## config.mk

```make
export PLATFORM = sky130hd
export DESIGN_NAME = mac_pe_os
export DESIGN_NICKNAME = d
export VERILOG_FILES = /design/src/rtl/mac_pkg.sv /design/src/rtl/mac_mul_pipe.sv /design/src/rtl/mac_pe_os.sv
export SDC_FILE = /design/constraint.sdc
export NUM_CORES = 1
export LEC_CHECK = 0
export ABC_AREA = 1
export CORE_UTILIZATION = 50
export DETAILED_ROUTE_END_ITERATION = 8
export PLACE_DENSITY = 0.85
export SLEW_MARGIN = 25
export SYNTH_ARGS = -nofsm -noshare
export SYNTH_HDL_FRONTEND = slang
export SYNTH_SLANG_ARGS = --single-unit
```

## constraint.sdc

```tcl
create_clock -name CLK -period 5.3 [get_ports CLK]
set_clock_uncertainty 0.1 [all_clocks]
set_input_delay 1.59 -clock CLK [delete_from_list [all_inputs] [get_ports CLK]]
set_output_delay 1.59 -clock CLK [all_outputs]
set_load 0.01 [all_outputs]
```

## src/rtl/mac_pkg.sv

```systemverilog
// mac_pkg: shared FSM state types plus widening and saturating-add helpers for the MAC PE (ACC_W <= 62, ACC_W >= 2*DATA_W)
package mac_pkg;
  localparam int MAX_W = 64;
  typedef enum logic {IDLE, ACC} acc_state_e;
  typedef enum logic {EMPTY, FULL} slot_state_e;
  function automatic logic [MAX_W-1:0] ext_prod(input logic [MAX_W-1:0] p, input bit sgn, input int w);
    logic [MAX_W-1:0] t, m;
    t = p >> (w - 1);
    m = {MAX_W{1'b1}} << w;
    return (sgn && t[0]) ? (p | m) : (p & ~m);
  endfunction
  function automatic logic [MAX_W:0] sat_add(input logic [MAX_W-1:0] a, b, input bit sgn, sat, input int w);
    logic signed [MAX_W-1:0] s, hi, lo, one;
    one = 64'sd1;
    s = a + b;
    hi = sgn ? (one <<< (w - 1)) - one : (one <<< w) - one;
    lo = sgn ? -(one <<< (w - 1)) : '0;
    return {(s > hi) || (s < lo), (sat && s > hi) ? hi : (sat && s < lo) ? lo : s};
  endfunction
endpackage

```

## src/rtl/mac_mul_pipe.sv

```systemverilog
// mac_mul_pipe: w*d multiplier carried with its vld/clr/last tags through MUL_PIPE stall-able stages (CLK, RST, en, w, d, tags in; prod, p_* out)
module mac_mul_pipe #(
  parameter int DATA_W = 8,
  parameter int SIGNED = 1,
  parameter int MUL_PIPE = 1
)(
  input  logic                CLK,
  input  logic                RST,
  input  logic                en,
  input  logic [DATA_W-1:0]   w,
  input  logic [DATA_W-1:0]   d,
  input  logic                vld,
  input  logic                clr,
  input  logic                last,
  output logic [2*DATA_W-1:0] prod,
  output logic                p_vld,
  output logic                p_clr,
  output logic                p_last
);
  localparam int PW = 2 * DATA_W;
  typedef struct packed {
    logic [PW-1:0] p;
    logic vld;
    logic clr;
    logic last;
  } stage_t;
  stage_t pipe [MUL_PIPE];
  logic [PW-1:0] smul, umul;
  assign smul = PW'($signed(w)) * PW'($signed(d));
  assign umul = PW'(w) * PW'(d);
  always_ff @(posedge CLK)
    if (RST) begin
      for (int i = 0; i < MUL_PIPE; i++) pipe[i] <= '0;
    end else if (en) begin
      pipe[0] <= '{SIGNED != 0 ? smul : umul, vld, clr, last};
      for (int i = 1; i < MUL_PIPE; i++) pipe[i] <= pipe[i-1];
    end
  assign {prod, p_vld, p_clr, p_last} = pipe[MUL_PIPE-1];
endmodule

```

## src/rtl/mac_pe_os.sv

```systemverilog
// mac_pe_os: output-stationary MAC PE; forwards w/d/tags east/south, accumulates tagged tiles, holds one result and drains it down the column chain
module mac_pe_os
  import mac_pkg::*;
#(
  parameter int DATA_W = 8,
  parameter int ACC_W = 24,
  parameter int SIGNED = 1,
  parameter int SATURATE = 1,
  parameter int MUL_PIPE = 1
)(
  input  logic              CLK,
  input  logic              RST,
  input  logic              en,
  input  logic [DATA_W-1:0] w_in,
  input  logic [DATA_W-1:0] d_in,
  input  logic              in_vld,
  input  logic              in_clr,
  input  logic              in_last,
  output logic [DATA_W-1:0] w_out,
  output logic [DATA_W-1:0] d_out,
  output logic              vld_out,
  output logic              clr_out,
  output logic              last_out,
  input  logic              shift,
  input  logic [ACC_W-1:0]  res_in,
  input  logic              res_in_vld,
  output logic [ACC_W-1:0]  res_out,
  output logic              res_vld,
  output logic              ovf,
  output logic              err
);
  localparam int PW = 2 * DATA_W;
  localparam bit SGN = SIGNED != 0;
  localparam bit SAT = SATURATE != 0;
  logic [PW-1:0] prod;
  logic p_vld, p_clr, p_last, ovf_add, done, ovf_n, err_n, rv_n;
  logic [ACC_W-1:0] acc, acc_n, acc_add, acc_clr, slot, slot_n, res_n;
  acc_state_e st, st_n;
  slot_state_e slot_st, slot_st_n;
  mac_mul_pipe #(.DATA_W(DATA_W), .SIGNED(SIGNED), .MUL_PIPE(MUL_PIPE)) u_mul (
    .CLK(CLK), .RST(RST), .en(en), .w(w_in), .d(d_in), .vld(in_vld), .clr(in_clr), .last(in_last),
    .prod(prod), .p_vld(p_vld), .p_clr(p_clr), .p_last(p_last)
  );
  function automatic logic [MAX_W:0] acc_plus(input logic [ACC_W-1:0] a, input logic [PW-1:0] p);
    return sat_add(ext_prod(MAX_W'(a), SGN, ACC_W), ext_prod(MAX_W'(p), SGN, PW), SGN, SAT, ACC_W);
  endfunction
  assign acc_add = ACC_W'(acc_plus(acc, prod));
  assign ovf_add = 1'(acc_plus(acc, prod) >> MAX_W);
  assign acc_clr = ACC_W'(ext_prod(MAX_W'(prod), SGN, PW));
  always_comb begin
    st_n = st;
    slot_st_n = slot_st;
    acc_n = acc;
    slot_n = slot;
    ovf_n = ovf;
    err_n = err;
    res_n = res_out;
    rv_n = res_vld;
    done = 1'b0;
    if (p_vld && (p_clr || st == ACC)) begin
      acc_n = p_clr ? acc_clr : acc_add;
      ovf_n = !p_clr && (ovf || ovf_add);
      st_n = p_last ? IDLE : ACC;
      done = p_last;
    end else if (p_vld) err_n = 1'b1;
    if (shift) begin
      res_n = slot_st == FULL ? slot : res_in;
      rv_n = slot_st == FULL || res_in_vld;
      slot_st_n = EMPTY;
    end
    if (done) begin
      err_n = err || (slot_st == FULL && !shift);
      slot_n = acc_n;
      slot_st_n = FULL;
    end
  end
  always_ff @(posedge CLK)
    if (RST) begin
      {w_out, d_out, vld_out, clr_out, last_out} <= '0;
      st <= IDLE;
      slot_st <= EMPTY;
      acc <= '0;
      slot <= '0;
      ovf <= 1'b0;
      err <= 1'b0;
      res_out <= '0;
      res_vld <= 1'b0;
    end else if (en) begin
      {w_out, d_out, vld_out, clr_out, last_out} <= {w_in, d_in, in_vld, in_clr, in_last};
      st <= st_n;
      slot_st <= slot_st_n;
      acc <= acc_n;
      slot <= slot_n;
      ovf <= ovf_n;
      err <= err_n;
      res_out <= res_n;
      res_vld <= rv_n;
    end
endmodule

```

# Word-level counts from Yosys, hierarchy flattened
# Memories as Yosys holds them, arrays and structs flattened.
# Cells that the tools add are included.
[op_classes]
add_sub_neg = 1
n_mul = 1
n_div = 0
order_cmp = 2
eq_ne = 1
shifts = 0
muxes = 21
bitwise = 0
n_reduce_logical = 18
[ops]
columns = ["operator", "n"]
rows = [
  ["64-bit 2-to-1 mux", 2],
  ["24-bit 2-to-1 mux", 5],
  ["64-bit adder", 1],
  ["64-bit by 24-bit > comparator with 1-bit output (second input constant)", 1],
  ["64-bit by 24-bit < comparator with 1-bit output (second input constant)", 1],
  ["19-bit 2-to-1 mux", 1],
  ["19-bit OR reduction", 1],
  ["8-bit by 8-bit multiplier with 16-bit output", 1],
  ["1-bit 2-to-1 mux", 13],
  ["2-bit AND reduction", 4],
  ["1-bit logical OR", 5],
  ["2-bit nonzero test", 2],
  ["1-bit logical AND", 3],
  ["3-bit AND reduction", 1],
  ["1-bit logical NOT", 2],
  ["2-bit inequality test (second input constant)", 1],
]
[word_totals]
reg_bits = 96
latch_bits = 0
ramBits = 19
romBits = 0
in_bits = 48
out_inout_bits = 46
wordCells = 58
memories = 1
[memory_table]
columns = ["name", "depth", "width", "read_ports", "rd_ports_with_merged_regs", "write_ports", "line", "text"]
rows = [
  ["u_mul.pipe", 1, 19, 1, 0, 1, "mac_mul_pipe.sv:27", "stage_t pipe [MUL_PIPE];"],
]

# Longest topological paths before layout
# Gate-level depths: netlist (run 1).
[logic_depth]
word_depth = 7
depth_mapped = 32
mapped_depth_nobuf = 31

# Hierarchy
# From an unflattened synthesis (run 1), not the netlist that was laid out.
[hier_totals]
hier_cells = 1475
hier_area_um2 = 9839.4
[modules_own_cells]
columns = ["module", "instances", "cells_each", "area_each_um2", "seq_area_each_um2"]
rows = [
  ["mac_pe_os", 1, 1021, 6394.9, 1921.8],
  ["mac_mul_pipe", 1, 454, 3444.6, 570.5],
]

# Worst setup path after synthesis (run 1)
# No wires, ideal clock.
[synth_path]
kind = "input-to-reg"
from = "input d_in[6]"
to = "memory u_mul.pipe[0][17] (netlist bit) (data pin)"
setup_ns = 0.146
arrival_ns = 5.455
t_required_ns = 5.054
path_slack_ns = -0.401
path_stages = 19
n_path_buf = 1
cell_sequence = "clkbuf_1 -> nand2_1 -> fa_1 -> fa_1 -> inv_1 -> fa_1 -> fa_1 -> ha_1 -> inv_1 -> o31ai_1 -> nand3_1 -> nand2_1 -> nand2_1 -> nand2_1 -> a21oi_1 -> o21ai_0 -> a21o_1 -> o21ai_0 -> a21oi_1"
[synth_via]
elab_chain_len = 2
[synth_rtl]
columns = ["element", "line", "text"]
rows = [
  ["start, declared", "mac_pe_os.sv:15", "input logic [DATA_W-1:0] d_in,"],
  ["8-bit by 8-bit multiplier with 16-bit output", "mac_mul_pipe.sv:29", "assign smul = PW'($signed(w)) * PW'($signed(d));"],
  ["19-bit 2-to-1 mux (no line)", "-", ""],
  ["end, declared", "mac_mul_pipe.sv:27", ""],
]
# Every way passes these cells.

# Worst setup path in the final report (run 1)
[layout_path]
from = "input d_in[4]"
to = "memory u_mul.pipe[0][17] (netlist bit) (data pin)"
# Same word-level chain as after synthesis.

==> Implementation_results.wiki, run 1 <==
{| class="wikitable"
! Metric !! Value
|-
| Antenna violations before repair || 0
|-
| Count of final setup violators || 2
|-
| DR DRC count || 2
|-
| DIE WIDTH || 139 um
|-
| Result of the run || complete, but fails checks
|-
| Standard-cell row count || 49
|-
| Final weighted congestion in routability-driven placement || 0.923
|-
| Maximum number of pins on one net before global-route repair || 43
|-
| Final count of hold timing violations || 0
|-
| Clock net sink count || 115
|-
| Clock Latency Late Sink || 430 ps
|-
| Asr flop ratio synth || 0
|-
| Area inside the core boundary || 18200 um2
|-
| Reported max-cap violation count || 0
|-
| Sequential area share after synthesis || 0.265
|-
| Floorplan die area || 19400 um2
|-
| Yosys warnings || 0
|-
| Number of nets with antenna violations after routing || 0
|-
| Instance count of the mapped netlist || 1385
|-
| Int Power || 0.00288 W
|-
| Total gr overflow || 0
|-
| Count of final max-slew check failures || 0
|-
| Switching pwr || 0.00200 W
|-
| Violation count after the first detailed-routing iteration || 803
|-
| CP max-delay cell || sky130_fd_sc_hd__fa_1
|-
| Number of ports placed on the die boundary || 94
|-
| Net count, final || 1709
|-
| Clock tree root buffer cell || sky130_fd_sc_hd__clkbuf_16
|-
| # port buffers || 93
|-
| Leakage Power || 6.39 nW
|-
| Worst min-delay path category || flop to flop
|-
| Fraction of the mapped netlist area in adder cells || 0.209
|-
| Antenna diode count || 0
|-
| Layout cells sized above 1 || 0.145
|-
| Main combinational cell family by area after synthesis || simple AND/OR/NAND/NOR gates
|-
| Post-placement worst setup slack || -965 ps
|-
| Chip height || 139 um
|-
| Maximum clock rate || 185 MHz
|-
| Average wire per cell in the routed design || 15.9 um
|-
| Synthesized Nets || 1551
|-
| Total routing resource utilization after global routing || 0.291
|-
| Routed Wire Length || 28400 um
|-
| Xor-xnor portion of the synthesized cell area || 0.0102
|-
| Total standard cell area after synthesis || 9420 um2
|-
| Simple logic cell fraction of the synthesized area || 0.308
|-
| Critical path startpoint category || input pin
|-
| Maximum level of the CTS H-tree || 4
|-
| Final HPWL DP || 19400 um
|-
| Switch share || 0.410
|-
| Post-synthesis sequential element count || 115
|-
| Post-layout minimum cycle time || 5410 ps
|-
| Fraction of the mapped netlist area in compound gates || 0.0898
|-
| Peak per-stage delay on the critical path || 560 ps
|-
| Area delta synth->final || 27.2%
|-
| Total number of vias || 9525
|-
| Global-route wire length before repair || 44800 um
|-
| Measured slew at the worst slew-check pin || 904 ps
|-
| Fraction of power consumed by combinational cells || 0.539
|-
| Unrepaired setup endpoints after global routing || true
|-
| Instance area at placement || 10900 um2
|-
| Maximum vdd ir drop || 0.000267 V
|-
| Critical Path Sink Type || flop
|-
| Clock transition at the registers of the reported paths || 60 ps
|-
| Most frequent cell on the critical path || sky130_fd_sc_hd__fa_1
|-
| Cell Pwr Density || 407 nW/um2
|-
| Worst rel slew slack || 0.396
|-
| Crit path kind || input pin to flop
|-
| Worst-case clock buffer depth || 2
|-
| First-pass detailed-route iteration total || 7
|-
| Final critical-path setup slack || -108 ps
|-
| Clk pwr share || 0.246
|-
| Number of enable flip-flop cells after synthesis || 19
|-
| Cells along the critical path || buf_2, nand2_1, fa_1, fa_1, inv_2, fa_1, fa_1, ha_4, a21oi_4, o31ai_4, nand3_2, nand2_2, nand2_1, nand2_1, a21oi_2, o21ai_1, a21o_1, o21ai_1, a21oi_1
|-
| Mux share of post-synthesis cell area || 0
|-
| Final standard cell area without fillers || 12000 um2
|-
| Arrival time at the worst endpoint || 5480 ps
|-
| CTS buffer count || 17
|-
| Largest fanout on the critical path || 7
|-
| Violations in the final reports || design-rule violations, negative setup slack
|-
| Vias per cell || 5.34
|-
| Starting density of the core || 0.517
|-
| Number of distinct library cells after synthesis || 40
|-
| Portion of the clock cycle consumed by the worst path in the final layout || 1.02
|-
| Required time at the worst-slack endpoint || 5370 ps
|-
| Primary FF master, synth || sky130_fd_sc_hd__dfxtp_1
|-
| Sequential Power Share || 0.215
|-
| CTS tree || built
|-
| Vias in the first global route || 9553
|-
| Post-Syn Area per Cell || 6.80 um2
|}
-- registers in the layout, summed over array words and instances, names as in the netlist --
register / flops
d_out: 8
slot_st: 1
st: 1
res_out: 24
vld_out: 1
u_mul.pipe: 19
err: 1
acc: 24
slot: 24
w_out: 8
ovf: 1
res_vld: 1
last_out: 1
clr_out: 1
-- power groups by stage --
stage | combinational, W | clock [W] | sequential, W
5_1_grt | 0.00287 | 0.00124 | 0.00106
3_3_place_gp | 0.00210 | 0 | 0.00106
6_report | 0.00263 | 0.00120 | 0.00105
2_1_floorplan | 0.00149 | 0 | 0.00106
4_1_cts | 0.00235 | 0.00119 | 0.00105
3_5_place_dp | 0.00218 | 0 | 0.00107
-- final cells by class --
type / count / area, um2
repair buffers: 193 / 1660
multi-input cells: 982 / 6040
clock inverters: 15 / 178
inverters: 234 / 886
flip-flops and latches: 115 / 2490
fillers: 1405 / 6230
clock buffers: 17 / 425
well taps: 229 / 287
-- worst paths after layout --
path | startpoint | to | slack (ps) | cells after the start
setup reg to reg | u_mul.pipe[0][18] | slot[7] | 410 | 26
setup / recovery | d_in[4] | u_mul.pipe[0][17] | -110 | 19
hold reg to reg | slot[19] | slot[19] | 350 | 2
hold / removal | slot[19] | slot[19] | 350 | 2
-- synth_stat cells, types with 2 or more instances --
| library cell | instances | area share |
|---|---|---|
| sky130_fd_sc_hd__a21oi_2 | 3 | 0.0028 |
| sky130_fd_sc_hd__nand2_1 | 492 | 0.20 |
| sky130_fd_sc_hd__xor2_1 | 4 | 0.0037 |
| sky130_fd_sc_hd__o21a_1 | 3 | 0.0024 |
| sky130_fd_sc_hd__o211ai_1 | 24 | 0.019 |
| sky130_fd_sc_hd__nand3_2 | 2 | 0.0021 |
| sky130_fd_sc_hd__a21oi_1 | 57 | 0.030 |
| sky130_fd_sc_hd__nand2_2 | 6 | 0.0040 |
| sky130_fd_sc_hd__xnor2_1 | 7 | 0.0065 |
| sky130_fd_sc_hd__buf_1 | 3 | 0.0012 |
| sky130_fd_sc_hd__o31ai_1 | 2 | 0.0016 |
| sky130_fd_sc_hd__nand3_1 | 85 | 0.045 |
| sky130_fd_sc_hd__clkbuf_1 | 43 | 0.017 |
| sky130_fd_sc_hd__clkinv_1 | 5 | 0.0020 |
| sky130_fd_sc_hd__o22ai_1 | 2 | 0.0013 |
| sky130_fd_sc_hd__and2_1 | 2 | 0.0013 |
| sky130_fd_sc_hd__buf_2 | 4 | 0.0021 |
| sky130_fd_sc_hd__edfxtp_1 | 19 | 0.061 |
| sky130_fd_sc_hd__nor3_1 | 9 | 0.0048 |
| sky130_fd_sc_hd__buf_6 | 4 | 0.0048 |
| sky130_fd_sc_hd__inv_2 | 4 | 0.0016 |
| sky130_fd_sc_hd__nor2_1 | 87 | 0.035 |
| sky130_fd_sc_hd__ha_1 | 53 | 0.070 |
| sky130_fd_sc_hd__fa_1 | 65 | 0.14 |
| sky130_fd_sc_hd__inv_1 | 225 | 0.090 |
| sky130_fd_sc_hd__or2_2 | 8 | 0.0053 |
| sky130_fd_sc_hd__nor2_2 | 6 | 0.0040 |
| sky130_fd_sc_hd__a22o_1 | 7 | 0.0065 |
| sky130_fd_sc_hd__dfxtp_1 | 96 | 0.20 |
| sky130_fd_sc_hd__a21o_1 | 3 | 0.0024 |
| sky130_fd_sc_hd__nor4_1 | 2 | 0.0013 |
| sky130_fd_sc_hd__nand4_1 | 8 | 0.0053 |
| sky130_fd_sc_hd__o21ai_0 | 38 | 0.020 |
-- critical path: cells and delay by family --
family,cells,cell delay [ps]
fa+ha+maj,5,2280
compound gates,7,920
simple gates,5,460
buf+inv,2,210
-- cell families (layout without fill, tap and decap cells) --
logic type,count (synthesis),after routing
flip-flops,115,115
AND/OR/NAND/NOR,710,710
buffers and inverters,288,459
adder cells (fa/ha/maj),118,118
XOR/XNOR,11,11
AO/OA/AOI/OAI,143,143
-- cell usage in the layout, fill, tap and decap left out, types with 8 or more instances in the layout --
master	n
sky130_fd_sc_hd__buf_4	103
sky130_fd_sc_hd__o21ai_0	32
sky130_fd_sc_hd__ha_1	43
sky130_fd_sc_hd__or2_2	8
sky130_fd_sc_hd__a21oi_1	49
sky130_fd_sc_hd__inv_1	219
sky130_fd_sc_hd__clkdlybuf4s50_1	77
sky130_fd_sc_hd__fa_1	62
sky130_fd_sc_hd__nand4_1	8
sky130_fd_sc_hd__edfxtp_1	19
sky130_fd_sc_hd__dfxtp_1	96
sky130_fd_sc_hd__o211ai_1	24
sky130_fd_sc_hd__nand2_2	12
sky130_fd_sc_hd__nand3_1	83
sky130_fd_sc_hd__ha_4	8
sky130_fd_sc_hd__nor2_1	83
sky130_fd_sc_hd__nor2_2	10
sky130_fd_sc_hd__inv_2	8
sky130_fd_sc_hd__nor3_1	8
sky130_fd_sc_hd__a21oi_2	10
sky130_fd_sc_hd__nand2_1	485
sky130_fd_sc_hd__clkbuf_16	17
-- what timing repair did --
action,CTS,global route
setup endpoints to repair,8,9
pin swaps,22,35
hold buffers,0,0
gates resized for setup,86,53
buffers inserted,35,4
-- per-stage QoR --
step	instances	util	TNS (ps)	total power, W	hold WS, ps
after global routing	1785	0.658	-659	0.00517	373
after detailed placement	1717	0.601	-6690	0.00324	342
after floorplan	1385	-	-301	0.00255	326
after CTS	1784	0.649	0	0.00459	353
final	1785	0.658	-152	0.00488	353
after global placement	1717	0.601	-5490	0.00316	341
-- routing by layer --
layer / track usage / up-vias / part of all wire
li1: - / 4604 / -
met1: 0.309 / 4422 / 0.38
met2: 0.542 / 377 / 0.52
met3: 0.0416 / 122 / 0.046
met4: 0.175 / 0 / 0.056
met5: 0 / - / 0
(Power assumes the default switching activity.)
==> run 2: changes to the inputs <==
Settings changed: ABC_CLOCK_PERIOD_IN_PS set to 4890.
Clock period 5.3 ns to 4.89 ns, I/O delays scaled along.
==> Implementation_results.wiki, run 2 (same netlist as run 1, synthesis figures left out) <==
{| class="wikitable"
! Metric !! Value
|-
| First-pass detailed-route iteration total || 9 (+2)
|-
| Portion of the clock cycle consumed by the worst path in the final layout || 1.07
|-
| Final HPWL DP || 19400 um (about the same)
|-
| Arrival time at the worst endpoint || 5290 ps (-190 ps)
|-
| Clock Latency Late Sink || 430 ps (about the same)
|-
| Fraction of power consumed by combinational cells || 0.559 (+0.020)
|-
| Largest fanout on the critical path || 5 (-2)
|-
| Area inside the core boundary || 18200 um2 (unchanged)
|-
| Int Power || 0.00322 W (+12%)
|-
| Count of hold-fix buffers inserted at cts || 0 (unchanged)
|-
| Switch share || 0.413 (+0.00264)
|-
| Violation count after the first detailed-routing iteration || 630 (-22%)
|-
| Maximum vdd ir drop || 0.000293 V (+9.6%)
|-
| Global-route wire length before repair || 44700 um (-0.37%)
|-
| Clock tree root buffer cell || sky130_fd_sc_hd__clkbuf_16
|-
| DIE WIDTH || 139 um (unchanged)
|-
| Worst-case clock buffer depth || 2 (unchanged)
|-
| Net count, final || 1706 (-0.18%)
|-
| Leakage Power || 6.38 nW (about the same)
|-
| Final weighted congestion in routability-driven placement || 0.952 (+3.1%)
|-
| Total gr overflow || 0 (unchanged)
|-
| Post-layout minimum cycle time || 5210 ps
|-
| PnR Total Power || 0.00549 W (+12%)
|-
| Count of final max-slew check failures || 0 (unchanged)
|-
| Unrepaired setup endpoints after global routing || true
|-
| Total number of vias || 9601 (+0.80%)
|-
| Standard-cell row count || 49 (unchanged)
|-
| Vias in the first global route || 9604 (+0.53%)
|-
| Starting density of the core || 0.517 (unchanged)
|-
| Final critical-path setup slack || -322 ps (-214 ps)
|-
| Required time at the worst-slack endpoint || 4970 ps (-400 ps)
|-
| Reported max-cap violation count || 0 (unchanged)
|-
| Critical path startpoint category || input pin
|-
| Worst Hold Margin || 350 ps (-2.86 ps)
|-
| R2R setup slack || 260 ps (-150 ps)
|-
| Maximum number of pins on one net before global-route repair || 43 (unchanged)
|-
| Violations in the final reports || design-rule violations, negative setup slack
|-
| Vias per cell || 5.39 (+0.97%)
|-
| Antenna violations before repair || 0 (unchanged)
|-
| Area delta synth->final || 30.7%
|-
| Antenna diode count || 0 (unchanged)
|-
| Switching pwr || 0.00226 W (+13%)
|-
| Chip height || 139 um (unchanged)
|-
| Average wire per cell in the routed design || 15.9 um (about the same)
|-
| Instance count after placement with tap cells included || 1727 (+0.58%)
|-
| Worst min-delay path category || flop to flop
|-
| Leading cell type in the layout, fill and taps excluded || sky130_fd_sc_hd__nand2_1
|-
| Routed Wire Length || 28300 um (-0.21%)
|-
| CTS buffer count || 17 (unchanged)
|-
| Clk pwr share || 0.236 (-0.010)
|-
| Cell Pwr Density || 446 nW/um2 (+9.5%)
|-
| Clock net sink count || 115 (unchanged)
|-
| Worst rel slew slack || 0.365 (-0.0315)
|-
| Clock transition at the registers of the reported paths || 60 ps (about the same)
|-
| Floorplan die area || 19400 um2 (unchanged)
|-
| Maximum clock rate || 192 MHz
|-
| Critical Path Sink Type || flop
|-
| Sequential Power Share || 0.205 (-0.010)
|-
| Final count of hold timing violations || 0 (unchanged)
|-
| # port buffers || 93 (unchanged)
|-
| Count of final setup violators || 5 (+3)
|-
| Top flop regs || acc (24), res_out (24), slot (24)
|-
| Number of ports placed on the die boundary || 94 (unchanged)
|-
| Top library cells by usage in the layout, fill and taps aside || 472 x sky130_fd_sc_hd__nand2_1, 201 x sky130_fd_sc_hd__inv_1, 96 x sky130_fd_sc_hd__dfxtp_1
|-
| Result of the run || complete, but fails checks
|-
| CTS tree || built
|-
| Measured slew at the worst slew-check pin || 952 ps (+47.1 ps)
|-
| DR DRC count || 2 (unchanged)
|-
| Post-placement worst setup slack || -1200 ps (-233 ps)
|-
| Total routing resource utilization after global routing || 0.288 (-0.00220)
|-
| Layout cells sized above 1 || 0.182 (+0.0376)
|-
| Number of nets with antenna violations after routing || 0 (unchanged)
|-
| Crit path kind || input pin to flop
|-
| Final std cells w/o fill || 1782 (-0.17%)
|-
| Maximum level of the CTS H-tree || 4 (unchanged)
|}
-- run 2: worst paths after layout --
check,cells after the start,start,endpoint
setup / recovery,21,d_in[0],u_mul.pipe[0][17]
hold / removal,2,slot[1],slot[1]
setup reg to reg,29,u_mul.pipe[0][18],slot[3]
hold reg to reg,2,slot[1],slot[1]
-- run 2: critical path, stage by stage --
cell,delay (ps)
sky130_fd_sc_hd__clkbuf_4,160
sky130_fd_sc_hd__nand2_4,80
sky130_fd_sc_hd__inv_2,40
sky130_fd_sc_hd__fa_1,500
sky130_fd_sc_hd__inv_2,40
sky130_fd_sc_hd__fa_1,480
sky130_fd_sc_hd__inv_2,40
sky130_fd_sc_hd__fa_1,450
sky130_fd_sc_hd__fa_1,540
sky130_fd_sc_hd__ha_4,230
sky130_fd_sc_hd__a21oi_4,200
sky130_fd_sc_hd__o31ai_4,120
sky130_fd_sc_hd__nand3_2,110
sky130_fd_sc_hd__nand2_2,90
sky130_fd_sc_hd__nand2_2,70
sky130_fd_sc_hd__nand2_2,60
sky130_fd_sc_hd__a21oi_2,160
sky130_fd_sc_hd__o21ai_1,80
sky130_fd_sc_hd__a21o_1,210
sky130_fd_sc_hd__o21ai_2,130
sky130_fd_sc_hd__a21oi_2,40
-- run 2: power groups by stage --
stage / Sequential (W) / Combinational, W / Clock, W
2_1_floorplan: 0.00115 / 0.00172 / 0
3_3_place_gp: 0.00115 / 0.00239 / 0
3_5_place_dp: 0.00115 / 0.00249 / 0
4_1_cts: 0.00113 / 0.00268 / 0.00130
5_1_grt: 0.00113 / 0.00334 / 0.00134
6_report: 0.00113 / 0.00307 / 0.00129
-- run 2: area by class of cell --
type                    count  area, um2
clock buffers              20        467
clock inverters            12        144
fillers                  1359       5910
inverters                 234        883
multi-input cells         984       6340
flip-flops and latches    115       2490
well taps                 229        287
repair buffers            188       1690
-- run 2: metrics by stage --
stage,utilization,area [um2],TNS (ps)
detailed placement,0.612,11100,-9290
global placement,0.612,11100,-8090
finish,0.676,12300,-1030
global route,0.676,12300,-1850
floorplan,-,9730,-1340
CTS,0.653,11900,-1390
-- run 2: repair_timing --
action	in CTS	in global routing
gates cloned	0	2
endpoints found under the setup margin	9	55
gates resized for setup	90	110
pin swaps	41	50
buffers inserted	12	17
-- run 2: layer usage --
layer | vias to the layer above | global-route usage | share of wire
met5 | - | 0 | 0
met4 | 0 | 0.188 | 0.063
met3 | 132 | 0.0406 | 0.052
met2 | 414 | 0.531 | 0.51
met1 | 4445 | 0.308 | 0.38
li1 | 4610 | - | -
